$ cat config.mk
export PLATFORM = sky130hd
export DESIGN_NAME = clkdiv_ctrl
export DESIGN_NICKNAME = d
export VERILOG_FILES = /design/src/rtl/clkdiv_ctrl.sv
export SDC_FILE = /design/constraint.sdc
export NUM_CORES = 1
export LEC_CHECK = 0
export CORE_ASPECT_RATIO = 0.5
export CORE_MARGIN = 2
export CORE_UTILIZATION = 45
export DETAILED_ROUTE_END_ITERATION = 10
export PLACE_DENSITY = 0.67
export SLEW_MARGIN = 25
export SYNTH_ARGS = -nofsm -noshare
export SYNTH_HDL_FRONTEND = slang
export SYNTH_SLANG_ARGS = --single-unit
$ cat constraint.sdc
create_clock -name clk -period 8.1 [get_ports clk]
set_clock_uncertainty 0.1 [all_clocks]
set_input_delay 0.81 -clock clk [delete_from_list [all_inputs] [get_ports clk]]
set_output_delay 0.81 -clock clk [all_outputs]
set_load 0.1 [all_outputs]
$ cat src/rtl/clkdiv_ctrl.sv
`default_nettype none
// ============================================================================
// Module      : clkdiv_ctrl
// Description : Programmable integer clock divider with run/drain/stop
//               control, handshaked divisor updates applied only at period
//               boundaries, and a sticky error flag for illegal divisors.
//               Optional feature macro: CLKDIV_PCNT_EN adds a 16-bit
//               period counter output (period_cnt).
// Revision    : 1.0 - initial release
// ============================================================================
module clkdiv_ctrl #(
  parameter int W       = 8,
  parameter int DEF_DIV = 8
) (
  input  logic         clk,
  input  logic         rst,
  input  logic         en,
  input  logic         div_req,
  input  logic [W-1:0] div_val,
  input  logic         err_clr,
  output logic         clk_div,
  output logic         tick,
  output logic         div_ack,
  output logic         busy,
  output logic         err,
  output logic [W-1:0] cur_div
`ifdef CLKDIV_PCNT_EN
  ,
  output logic [15:0]  period_cnt
`endif
);

  // STOP: idle, output low. RUN: counting periods. DRAIN: en has dropped,
  // the current period is being completed before stopping.
  typedef enum logic [1:0] {
    STOP  = 2'd0,
    RUN   = 2'd1,
    DRAIN = 2'd2
  } state_t;

  localparam logic [W-1:0] RST_DIV = W'(DEF_DIV);
  localparam logic [W-1:0] MIN_DIV = W'(2);

  state_t       state;
  state_t       state_nx;
  logic [W-1:0] cnt;
  logic [W-1:0] cnt_nx;
  logic [W-1:0] cur_div_nx;
  logic [W-1:0] pend_div;
  logic [W-1:0] pend_div_nx;
  logic         clk_div_nx;
  logic         tick_nx;
  logic         div_ack_nx;
  logic         busy_nx;
  logic         err_nx;

  logic         accept;
  logic         illegal;
  logic         at_wrap;
  logic [W:0]   high_len;

  // A request is taken only when nothing is pending and the previous ack
  // has retired; the ack cycle itself is excluded so a held request is
  // never accepted twice.
  assign accept  = div_req & ~busy & ~div_ack;
  assign illegal = (div_val < MIN_DIV);
  assign at_wrap = (cnt == (cur_div - 1'b1));

  // Next-state, counter, divisor handoff and output decode
  always_comb begin
    state_nx    = state;
    cnt_nx      = cnt;
    cur_div_nx  = cur_div;
    pend_div_nx = pend_div;
    busy_nx     = busy;
    err_nx      = err & ~err_clr;
    div_ack_nx  = 1'b0;
    tick_nx     = 1'b0;
    clk_div_nx  = 1'b0;
    high_len    = '0;

    unique case (state)
      STOP: begin
        // No period is in flight, so a pending divisor lands immediately.
        if (busy) begin
          cur_div_nx = pend_div;
          busy_nx    = 1'b0;
        end
        if (en) begin
          state_nx = RUN;
          cnt_nx   = '0;
          tick_nx  = 1'b1;
        end
      end

      RUN, DRAIN: begin
        if (at_wrap) begin
          // Period boundary: the only point where the divisor may change
          // or where the divider may stop.
          cnt_nx = '0;
          if (busy) begin
            cur_div_nx = pend_div;
            busy_nx    = 1'b0;
          end
          if (en) begin
            state_nx = RUN;
            tick_nx  = 1'b1;
          end else begin
            state_nx = STOP;
          end
        end else begin
          // Mid-period: keep counting; en only selects RUN vs DRAIN so a
          // re-enable during DRAIN continues the same period seamlessly.
          cnt_nx   = cnt + 1'b1;
          state_nx = en ? RUN : DRAIN;
        end
      end

      default: begin
        state_nx = STOP;
        cnt_nx   = '0;
      end
    endcase

    // Accept can only occur with busy low, so it never collides with the
    // pending-divisor handoff above.
    if (accept) begin
      div_ack_nx = 1'b1;
      if (illegal) begin
        err_nx = 1'b1;
      end else begin
        pend_div_nx = div_val;
        busy_nx     = 1'b1;
      end
    end

    // High phase is ceil(N/2) cycles, evaluated with the divisor that
    // governs the cycle being produced.
    high_len = ({1'b0, cur_div_nx} + {{W{1'b0}}, 1'b1}) >> 1;
    if (state_nx != STOP) begin
      clk_div_nx = ({1'b0, cnt_nx} < high_len);
    end
  end

  // State and output registers
  always_ff @(posedge clk or posedge rst) begin
    if (rst) begin
      state    <= STOP;
      cnt      <= '0;
      cur_div  <= RST_DIV;
      pend_div <= '0;
      clk_div  <= 1'b0;
      tick     <= 1'b0;
      div_ack  <= 1'b0;
      busy     <= 1'b0;
      err      <= 1'b0;
    end else begin
      state    <= state_nx;
      cnt      <= cnt_nx;
      cur_div  <= cur_div_nx;
      pend_div <= pend_div_nx;
      clk_div  <= clk_div_nx;
      tick     <= tick_nx;
      div_ack  <= div_ack_nx;
      busy     <= busy_nx;
      err      <= err_nx;
    end
  end

`ifdef CLKDIV_PCNT_EN
  // Count divided-clock periods; wraps naturally from 16'hFFFF to 0
  always_ff @(posedge clk or posedge rst) begin
    if (rst) begin
      period_cnt <= '0;
    end else if (tick) begin
      period_cnt <= period_cnt + 16'd1;
    end
  end
`endif

endmodule
`default_nettype wire

After elaboration in Yosys (flattened, before gate mapping)
Cells that the tools add are included.
{"block": "op_classes", "reduce_logical": 4, "n_lt_le_gt_ge": 2, "eq_ne": 3, "addsub": 3, "n_mux": 22, "n_bitwise": 7}
{"cell": "8-bit two-way mux", "n": 4}
{"cell": "8-bit case mux with 2 select lines", "n": 2}
{"cell": "1-bit two-way mux", "n": 10}
{"cell": "8-bit by 1-bit adder with 9-bit output, second input constant", "n": 1}
{"cell": "8-bit by 1-bit adder with 8-bit output, second input constant", "n": 1}
{"cell": "8-bit == test", "n": 1}
{"cell": "8-bit by 2-bit less-than comparator with 1-bit output, second input constant", "n": 1}
{"cell": "8-bit less-than comparator", "n": 1}
{"cell": "8-bit by 1-bit subtractor with 8-bit output, second input constant", "n": 1}
{"cell": "2-bit two-way mux", "n": 3}
{"cell": "1-bit NOT", "n": 4}
{"cell": "1-bit case mux with 2 select lines", "n": 2}
{"cell": "2-bit case mux with 2 select lines", "n": 1}
{"cell": "1-bit bitwise AND", "n": 3}
{"cell": "2-bit by 1-bit == test with 1-bit output, second input constant", "n": 1}
{"cell": "2-bit == test, second input constant", "n": 1}
{"cell": "2-bit logical NOT", "n": 1}
{"cell": "2-bit AND reduction", "n": 1}
{"cell": "2-bit nonzero test", "n": 1}
{"cell": "2-bit OR reduction", "n": 1}
{"block": "word_totals", "input_bits": 13, "wordCells": 50, "regBits": 31}

Longest topological paths before layout
Gate-level depths: netlist of run 1.
{"block": "logic_depth", "depth_word": 7, "ltp_mapped": 18}

Worst setup path before layout of run 1
OpenSTA, ideal clock, no wires.
{"block": "synth_path", "path_kind": "register -> register", "start": "register cur_div[0]", "end": "register clk_div", "path_stages_with_launch": 18, "arrival_time_ps": 4358, "period_less_slack_ps": 4546, "slack_ps": 3554, "path_buffers": 2, "cell_sequence": "dfrtp_1 -> buf_2 -> inv_1 -> ha_1 -> or3b_4 -> o31a_1 -> o2111ai_2 -> a311oi_4 -> buf_4 -> mux2_2 -> ha_1 -> nor3b_2 -> xnor2_1 -> ha_1 -> and4_1 -> a21oi_1 -> o211ai_1 -> a41oi_1"}
{"block": "synth_via", "elab_chain_len": 7}
{"element": "from (decl)", "line_no": "26", "text": "output logic [W-1:0] cur_div"}
{"element": "from (signal assigned)", "line_no": "160", "text": "cur_div <= cur_div_nx;"}
{"element": "8-bit by 1-bit subtractor with 8-bit output", "line_no": "67", "text": "assign at_wrap = (cnt == (cur_div - 1'b1));"}
{"element": "8-bit == test", "line_no": "67"}
{"element": "8-bit two-way mux", "line_no": "97", "text": "if (at_wrap) begin"}
{"element": "8-bit case mux with 2 select lines", "line_no": "82", "text": "unique case (state)"}
{"element": "via cur_div_nx[1]", "line_no": "48", "text": "logic [W-1:0] cur_div_nx;"}
{"element": "8-bit by 1-bit adder with 9-bit output", "line_no": "139", "text": "high_len = ({1'b0, cur_div_nx} + {{W{1'b0}}, 1'b1}) >> 1;"}
{"element": "8-bit less-than comparator", "line_no": "141", "text": "clk_div_nx = ({1'b0, cnt_nx} < high_len);"}
{"element": "1-bit two-way mux", "line_no": "140", "text": "if (state_nx != STOP) begin"}
{"element": "via clk_div_nx", "line_no": "51", "text": "logic clk_div_nx;"}
{"element": "to (signal assigned)", "line_no": "162", "text": "clk_div <= clk_div_nx;"}
{"element": "to (decl)", "line_no": "21", "text": "output logic clk_div,"}
The timed path passes the listed nets, and every way through them passes these cells.
A chain may end at the register's enable or synchronous reset.

Final worst setup path of run 1
{"block": "layout_path", "start": "register cur_div[0]", "end": "register clk_div"}
{"block": "layout_via", "elab_chain_len": 7}
{"element": "8-bit by 1-bit subtractor with 8-bit output", "line_no": "67"}
{"element": "8-bit == test", "line_no": "67"}
{"element": "8-bit two-way mux", "line_no": "97"}
{"element": "8-bit case mux with 2 select lines", "line_no": "82"}
{"element": "8-bit by 1-bit adder with 9-bit output", "line_no": "139"}
{"element": "8-bit less-than comparator", "line_no": "141"}
{"element": "1-bit two-way mux (*)", "line_no": "140"}
{"element": "via clk_div_nx", "line_no": "51"}
Mark *: on every way through the listed nets, which the timed path passes. The rest lies on a longest branch.

==> impl_metrics.ini, run 1 <==
[outcome]
status = finished, final reports clean

[placement]
dp_hpwl_um = 4000
place_congestion = 0.885
io_buffer_count = 25
placedInstanceArea_um2 = 2480

[global_route]
first_global_vias = 1768
grt_pass1_wl_um = 8810
grt_antenna_before_repair = 0
grt_overflow = 0
grtUsageTotal_pct = 21.6
pin_count_of_the_biggest_net_entering_global_routing = 32

[setup_path]
cp.arrival_ns = 4.70
timing.critical_path.fanout_max = 16
critical_path_class = reg -> reg
required_ns = 8.20
r2r_start = cur_div[0]
end_kind = flip-flop
crit_start = cur_div[0]
critPathLaunchType = flip-flop

[die]
starting_utilization_of_the_core_area_pct = 48.3
floorplan.die.width_um = 103
design.core.area_um2 = 4530
io_pins = 26
floorplan.die.height_um = 53.3
placementRows = 17
floorplan.die_area_um2 = 5470

[finish]
layout-drive-gt1-share_pct = 10.9
design_area_um2 = 2560
nNetsFinal = 280
layout_common_cells = 30 x sky130_fd_sc_hd__dfrtp_1, 25 x sky130_fd_sc_hd__clkdlybuf4s50_1, 17 x sky130_fd_sc_hd__inv_1, 16 x sky130_fd_sc_hd__nor2_1, 16 x sky130_fd_sc_hd__nand2_1
num-fill-cells = 409
final_common_cell = sky130_fd_sc_hd__dfrtp_1
layout-area-overhead-vs-synth_pct = 17.3
fin_util_pct = 56.6
antenna-diode-count = 0

[flow_run]
number_of_violations_of_the_max_capacitance_limit = 0

[clocking]
number_of_buffers_inserted_during_clock_tree_synthesis = 5
cts.hold.buffers_added = 0
tritoncts_clock_tree = yes
clock_sink_count = 31
worst_skew_pair_later_pin_latency_ns = 0.29
h-tree-depth = 2
cts_root_buffer = sky130_fd_sc_hd__clkbuf_8
setup_fix_buffers_added_after_clock_tree_synthesis = 0
cts_resized = 0
clk_pin_slew_worst_paths_ns = 0.07
ctsLongestPathBuffers = 2

[detailed_routing]
routed_wirelength_um = 5310
route.antenna.remaining_nets = 0
routed-via-count = 1851
count_of_tritonroute_iterations_in_the_first_routing_pass = 4
wl_per_cell_um = 16.5
post_drt_via_cell_ratio = 5.75
detail_route.drc_violations = 0
drt-initial-drc-count = 91

[timing]
rsz_0062_raised_after_global_routing = no
slew_violations = 0
relative_slew_slack_pct = 34.0
tightest_slew_ns = 0.987
setup_viol = 0
fmax_mhz = 217
tns_ns = 0
min_period_over_period_pct = 56.8
hold_violations = 0
fin_crit_ns = 4.60

[synthesis]
dominantRegCellSynth = sky130_fd_sc_hd__dfrtp_1
basic_gate_share_of_the_synthesized_area_counting_and_or_nand_and_nor_cells_pct = 18.9
synth.avg_cell_area_um2 = 9.47
synth_compound_area_share_pct = 19.3
dominant_combinational_cell_family_by_area_after_synthesis = compound AO/OA/AOI/OAI gates
synth-edff-count = 0
post_synthesis_instance_area_um2 = 2190
muxShareOfSynthArea_pct = 8.92
synth.ff_latch_count = 31
synth.distinct_cells = 59
post_synth_main_area_contributors = sky130_fd_sc_hd__dfrtp_1 34%, sky130_fd_sc_hd__ha_1 6.9%, sky130_fd_sc_hd__mux2_2 5.7%
synth.yosys.seq_area_share_pct = 35.5
ys_async_sr_fraction_pct = 100
synth_xor_area_share_pct = 5.21
synth_nets = 256
yosysWarnings = 0
synth_fa_ha_area_share_pct = 6.86
netlist.top_cell.by_area = sky130_fd_sc_hd__dfrtp_1
syn_inst = 231
synthDominantCellAreaShare_pct = 34.3

[min_path]
min-delay-path-class = reg -> reg
hold_path_startpoint = div_ack
kinds of logic after synthesis:
| group | Yosys count |
|---|---|
| xor+xnor | 13 |
| flops | 31 |
| buf+inv | 27 |
| simple gates | 73 |
| fa+ha+maj | 12 |
| compound gates | 57 |
| mux | 18 |
layout make-up:
type	count	area [um^2]	share of cell area [%]
inverters	17	63.8	2.49
flip-flops and latches	31	777	30.3
clock buffers	7	76.3	2.98
multi-input cells	173	1290	50.5
clock inverters	1	5.00	0.195
well taps	66	82.6	3.22
repair buffers	27	265	10.3
registers in the layout, summed over array words and instances, names as in the netlist:
name      flops
state         2
busy          1
div_ack       1
pend_div      8
err           1
cur_div       8
cnt           8
tick          1
clk_div       1
per-stage QoR:
stage / setup WS, ns / cells / hold WS, ns
2_1_floorplan: 3.55 / 231 / 0.381
3_3_place_gp: 3.75 / 314 / 0.349
3_5_place_dp: 3.54 / 314 / 0.352
4_1_cts: 3.52 / 322 / 0.372
5_1_grt: 3.19 / 322 / 0.390
6_report: 3.50 / 322 / 0.366
path summary, 6_finish.rpt:
check / endpoint / slack [ns] / depth (start not counted)
max: clk_div / 3.50 / 15
min: div_ack / 0.37 / 1
max reg2reg: clk_div / 3.50 / 15
min reg2reg: div_ack / 0.37 / 1
max in group asynchronous: cur_div[3] / 6.77 / 3
min in group asynchronous: cur_div[5] / 0.81 / 3
routing by layer:
| layer | GRT usage [%] | wire [um] |
|---|---|---|
| met5 | 0 | 0 |
| met4 | 7.33 | 68 |
| met3 | 4.76 | 286 |
| met2 | 31.4 | 2200 |
| met1 | 31.5 | 2760 |
synth_stat cells (all sizes together) (2+ instances only):
master and instances:
o211ai 2, a22o 4, mux2 12, nor3 5, nand2 16, clkbuf 6
or2 2, a21oi 8, a22oi 4, a31oi 2, buf 4, nor2 16
or3b 2, nor2b 3, nor4 4, nor3b 5, ha 12, and3 4
xor2 7, inv 17, mux2i 6, a222oi 2, xnor2 6, nand3 4
a311oi 3, nand4 2, o21ai 14, dfrtp 30, o2bb2ai 3, a21o 3
nand2b 6
worst max-delay path: stages (launching register included):
cell and delay (ns):
sky130_fd_sc_hd__dfrtp_1 0.48, sky130_fd_sc_hd__inv_1 0.10, sky130_fd_sc_hd__ha_1 0.19, sky130_fd_sc_hd__or3b_4 0.41, sky130_fd_sc_hd__nor4_2 0.17, sky130_fd_sc_hd__o2111ai_2 0.15
sky130_fd_sc_hd__a311oi_4 0.75, sky130_fd_sc_hd__mux2_1 0.38, sky130_fd_sc_hd__a222oi_1 0.45, sky130_fd_sc_hd__nor4_1 0.14, sky130_fd_sc_hd__xor2_1 0.18, sky130_fd_sc_hd__ha_1 0.31
sky130_fd_sc_hd__and4_1 0.22, sky130_fd_sc_hd__a21oi_1 0.17, sky130_fd_sc_hd__o211ai_1 0.11, sky130_fd_sc_hd__a41oi_1 0.19
Power of run 1 is not shown: default switching activity piles up to over one toggle a cycle in this logic, so the estimate is an artifact.
==> run 2, diff against run 1 <==
==> constraint.sdc (replaced) <==
create_clock -name clk -period 4.7 [get_ports clk]
set_clock_uncertainty 0.1 [all_clocks]
set_input_delay 0.47 -clock clk [delete_from_list [all_inputs] [get_ports clk]]
set_output_delay 0.47 -clock clk [all_outputs]
set_load 0.1 [all_outputs]
==> impl_metrics.ini, run 2 (synthesis gave the netlist of run 1 again) <==
[global_route]
grt_overflow = 0
groute.layer.met3.usage_pct = 5.68
met2_use_gr_pct = 33.4
pin_count_of_the_biggest_net_entering_global_routing = 32
grt_pass1_wl_um = 9070
use_met1_pct = 31.4
grtUsageTotal_pct = 22.5
first_global_vias = 1809
global_route.peak_usage_layer = met2
grt_antenna_before_repair = 0

[clocking]
clock_sink_count = 31
ctsLongestPathBuffers = 2
h-tree-depth = 2
tritoncts_clock_tree = yes
number_of_buffers_inserted_during_clock_tree_synthesis = 5
cts.hold.buffers_added = 0
cts_root_buffer = sky130_fd_sc_hd__clkbuf_8
worst_skew_pair_later_pin_latency_ns = 0.29
clk_pin_slew_worst_paths_ns = 0.08

[timing]
fmax_mhz = 241
tightest_slew_ns = 0.965
relative_slew_slack_pct = 35.4
hold_violations = 0
setup_viol = 0
tns_ns = 0
fin_crit_ns = 4.14
slew_violations = 0
rsz_0062_raised_after_global_routing = no
min_period_over_period_pct = 88.1

[detailed_routing]
drt-initial-drc-count = 76
routed-via-count = 1864
route.antenna.remaining_nets = 0
detail_route.drc_violations = 0
wl_per_cell_um = 17.1
routed_wirelength_um = 5550
post_drt_via_cell_ratio = 5.74
count_of_tritonroute_iterations_in_the_first_routing_pass = 4

[setup_path]
required_ns = 4.81
critical_path_class = reg -> reg
critPathLaunchType = flip-flop
timing.critical_path.fanout_max = 12
end_kind = flip-flop
cp.arrival_ns = 4.25

[placement]
placedInstanceArea_um2 = 2500
dp_hpwl_um = 4060
io_buffer_count = 25
place_congestion = 0.857
dpl.cell_count = 316

[finish]
final_cells = 325
design_area_um2 = 2630
final_common_cell = sky130_fd_sc_hd__dfrtp_1
layout-area-overhead-vs-synth_pct = 20.3
layout_common_cells = 30 x sky130_fd_sc_hd__dfrtp_1, 25 x sky130_fd_sc_hd__clkdlybuf4s50_1, 17 x sky130_fd_sc_hd__inv_1, 16 x sky130_fd_sc_hd__nor2_1, 16 x sky130_fd_sc_hd__nand2_1
layout-drive-gt1-share_pct = 12.7
antenna-diode-count = 0
top_regs = cnt: 8 flops, cur_div: 8 flops, pend_div: 8 flops
num-fill-cells = 412
fin_util_pct = 58.1
nNetsFinal = 283

[die]
floorplan.die.height_um = 53.3
floorplan.die_area_um2 = 5470
io_pins = 26
starting_utilization_of_the_core_area_pct = 48.3
floorplan.die.width_um = 103
design.core.area_um2 = 4530
placementRows = 17

[pwr]
power_density_nw_per_um2 = 797
power_leakage_nw = 1.11
worst_ir_drop_vdd_mv = 0.259
finalPower_mw = 2.10

[outcome]
status = finished, final reports clean

[min_path]
min-delay-path-class = reg -> reg

[flow_run]
number_of_violations_of_the_max_capacitance_limit = 0
## run 2: changes by cell type in the layout (fill, tap and decap cells not counted)
cell	delta
sky130_fd_sc_hd__buf_12	+1
sky130_fd_sc_hd__clkinv_4	+1
sky130_fd_sc_hd__bufinv_16	+1
sky130_fd_sc_hd__buf_4	+2
sky130_fd_sc_hd__clkbuf_1	-2
## run 2: critical path: stages, from the launching register on
cell	delay [ns]
sky130_fd_sc_hd__dfrtp_1	0.49
sky130_fd_sc_hd__inv_1	0.10
sky130_fd_sc_hd__ha_1	0.19
sky130_fd_sc_hd__or3b_4	0.41
sky130_fd_sc_hd__nor4_2	0.17
sky130_fd_sc_hd__o2111ai_2	0.16
sky130_fd_sc_hd__a311oi_4	0.27
sky130_fd_sc_hd__buf_12	0.18
sky130_fd_sc_hd__mux2_1	0.32
sky130_fd_sc_hd__a222oi_1	0.43
sky130_fd_sc_hd__nor4_1	0.14
sky130_fd_sc_hd__xor2_1	0.17
sky130_fd_sc_hd__ha_1	0.31
sky130_fd_sc_hd__and4_1	0.22
sky130_fd_sc_hd__a21oi_1	0.14
sky130_fd_sc_hd__o211ai_1	0.10
sky130_fd_sc_hd__a41oi_1	0.16
## run 2: layer usage
metal	part of all wire [%]	up-vias
met4	1.3	0
li1	-	898
met1	49	892
met5	0	-
met3	6.6	13
met2	43	61
## run 2: where the power goes
part | total [mW] | switching (mW) | internal, mW | leakage, nW
clock | 0.271 | 0.113 | 0.158 | 0.0581
combinational | 1.32 | 0.857 | 0.464 | 0.656
sequential | 0.507 | 0.139 | 0.368 | 0.393
## run 2: area by class of cell
cell class	instances	area [um^2]	share of cell area, %
Multi-Input combinational cell	173	1290	49.2
Inverter	17	63.8	2.43
Timing Repair Buffer	30	300	11.4
Tap cell	66	82.6	3.14
Clock buffer	5	68.8	2.62
Clock inverter	3	43.8	1.66
Sequential cell	31	777	29.5
## run 2: path summary, 6_finish.rpt
| check | from | endpoint | slack [ns] | cells after the start |
|---|---|---|---|---|
| max | cur_div[0] | clk_div | 0.56 | 16 |
| min | div_ack | div_ack | 0.37 | 1 |
| max reg2reg | cur_div[0] | clk_div | 0.56 | 16 |
| min reg2reg | div_ack | div_ack | 0.37 | 1 |
| max in group asynchronous | rst | cur_div[3] | 3.72 | 3 |
| min in group asynchronous | rst | pend_div[5] | 0.46 | 3 |
## run 2: through the flow
step | hold WS (ns) | worst slack [ns]
CTS | 0.370 | 0.268
detailed placement | 0.354 | 0.308
floorplan | 0.381 | 0.154
global route | 0.395 | 0.157
global placement | 0.349 | 0.442
finish | 0.368 | 0.557
## run 2: repair_timing
action / in CTS / in global routing
setup endpoints to repair: 0 / 1
setup buffers: 0 / 1
resized for setup: 0 / 0
Note: power is estimated with default switching activity, not from simulation.
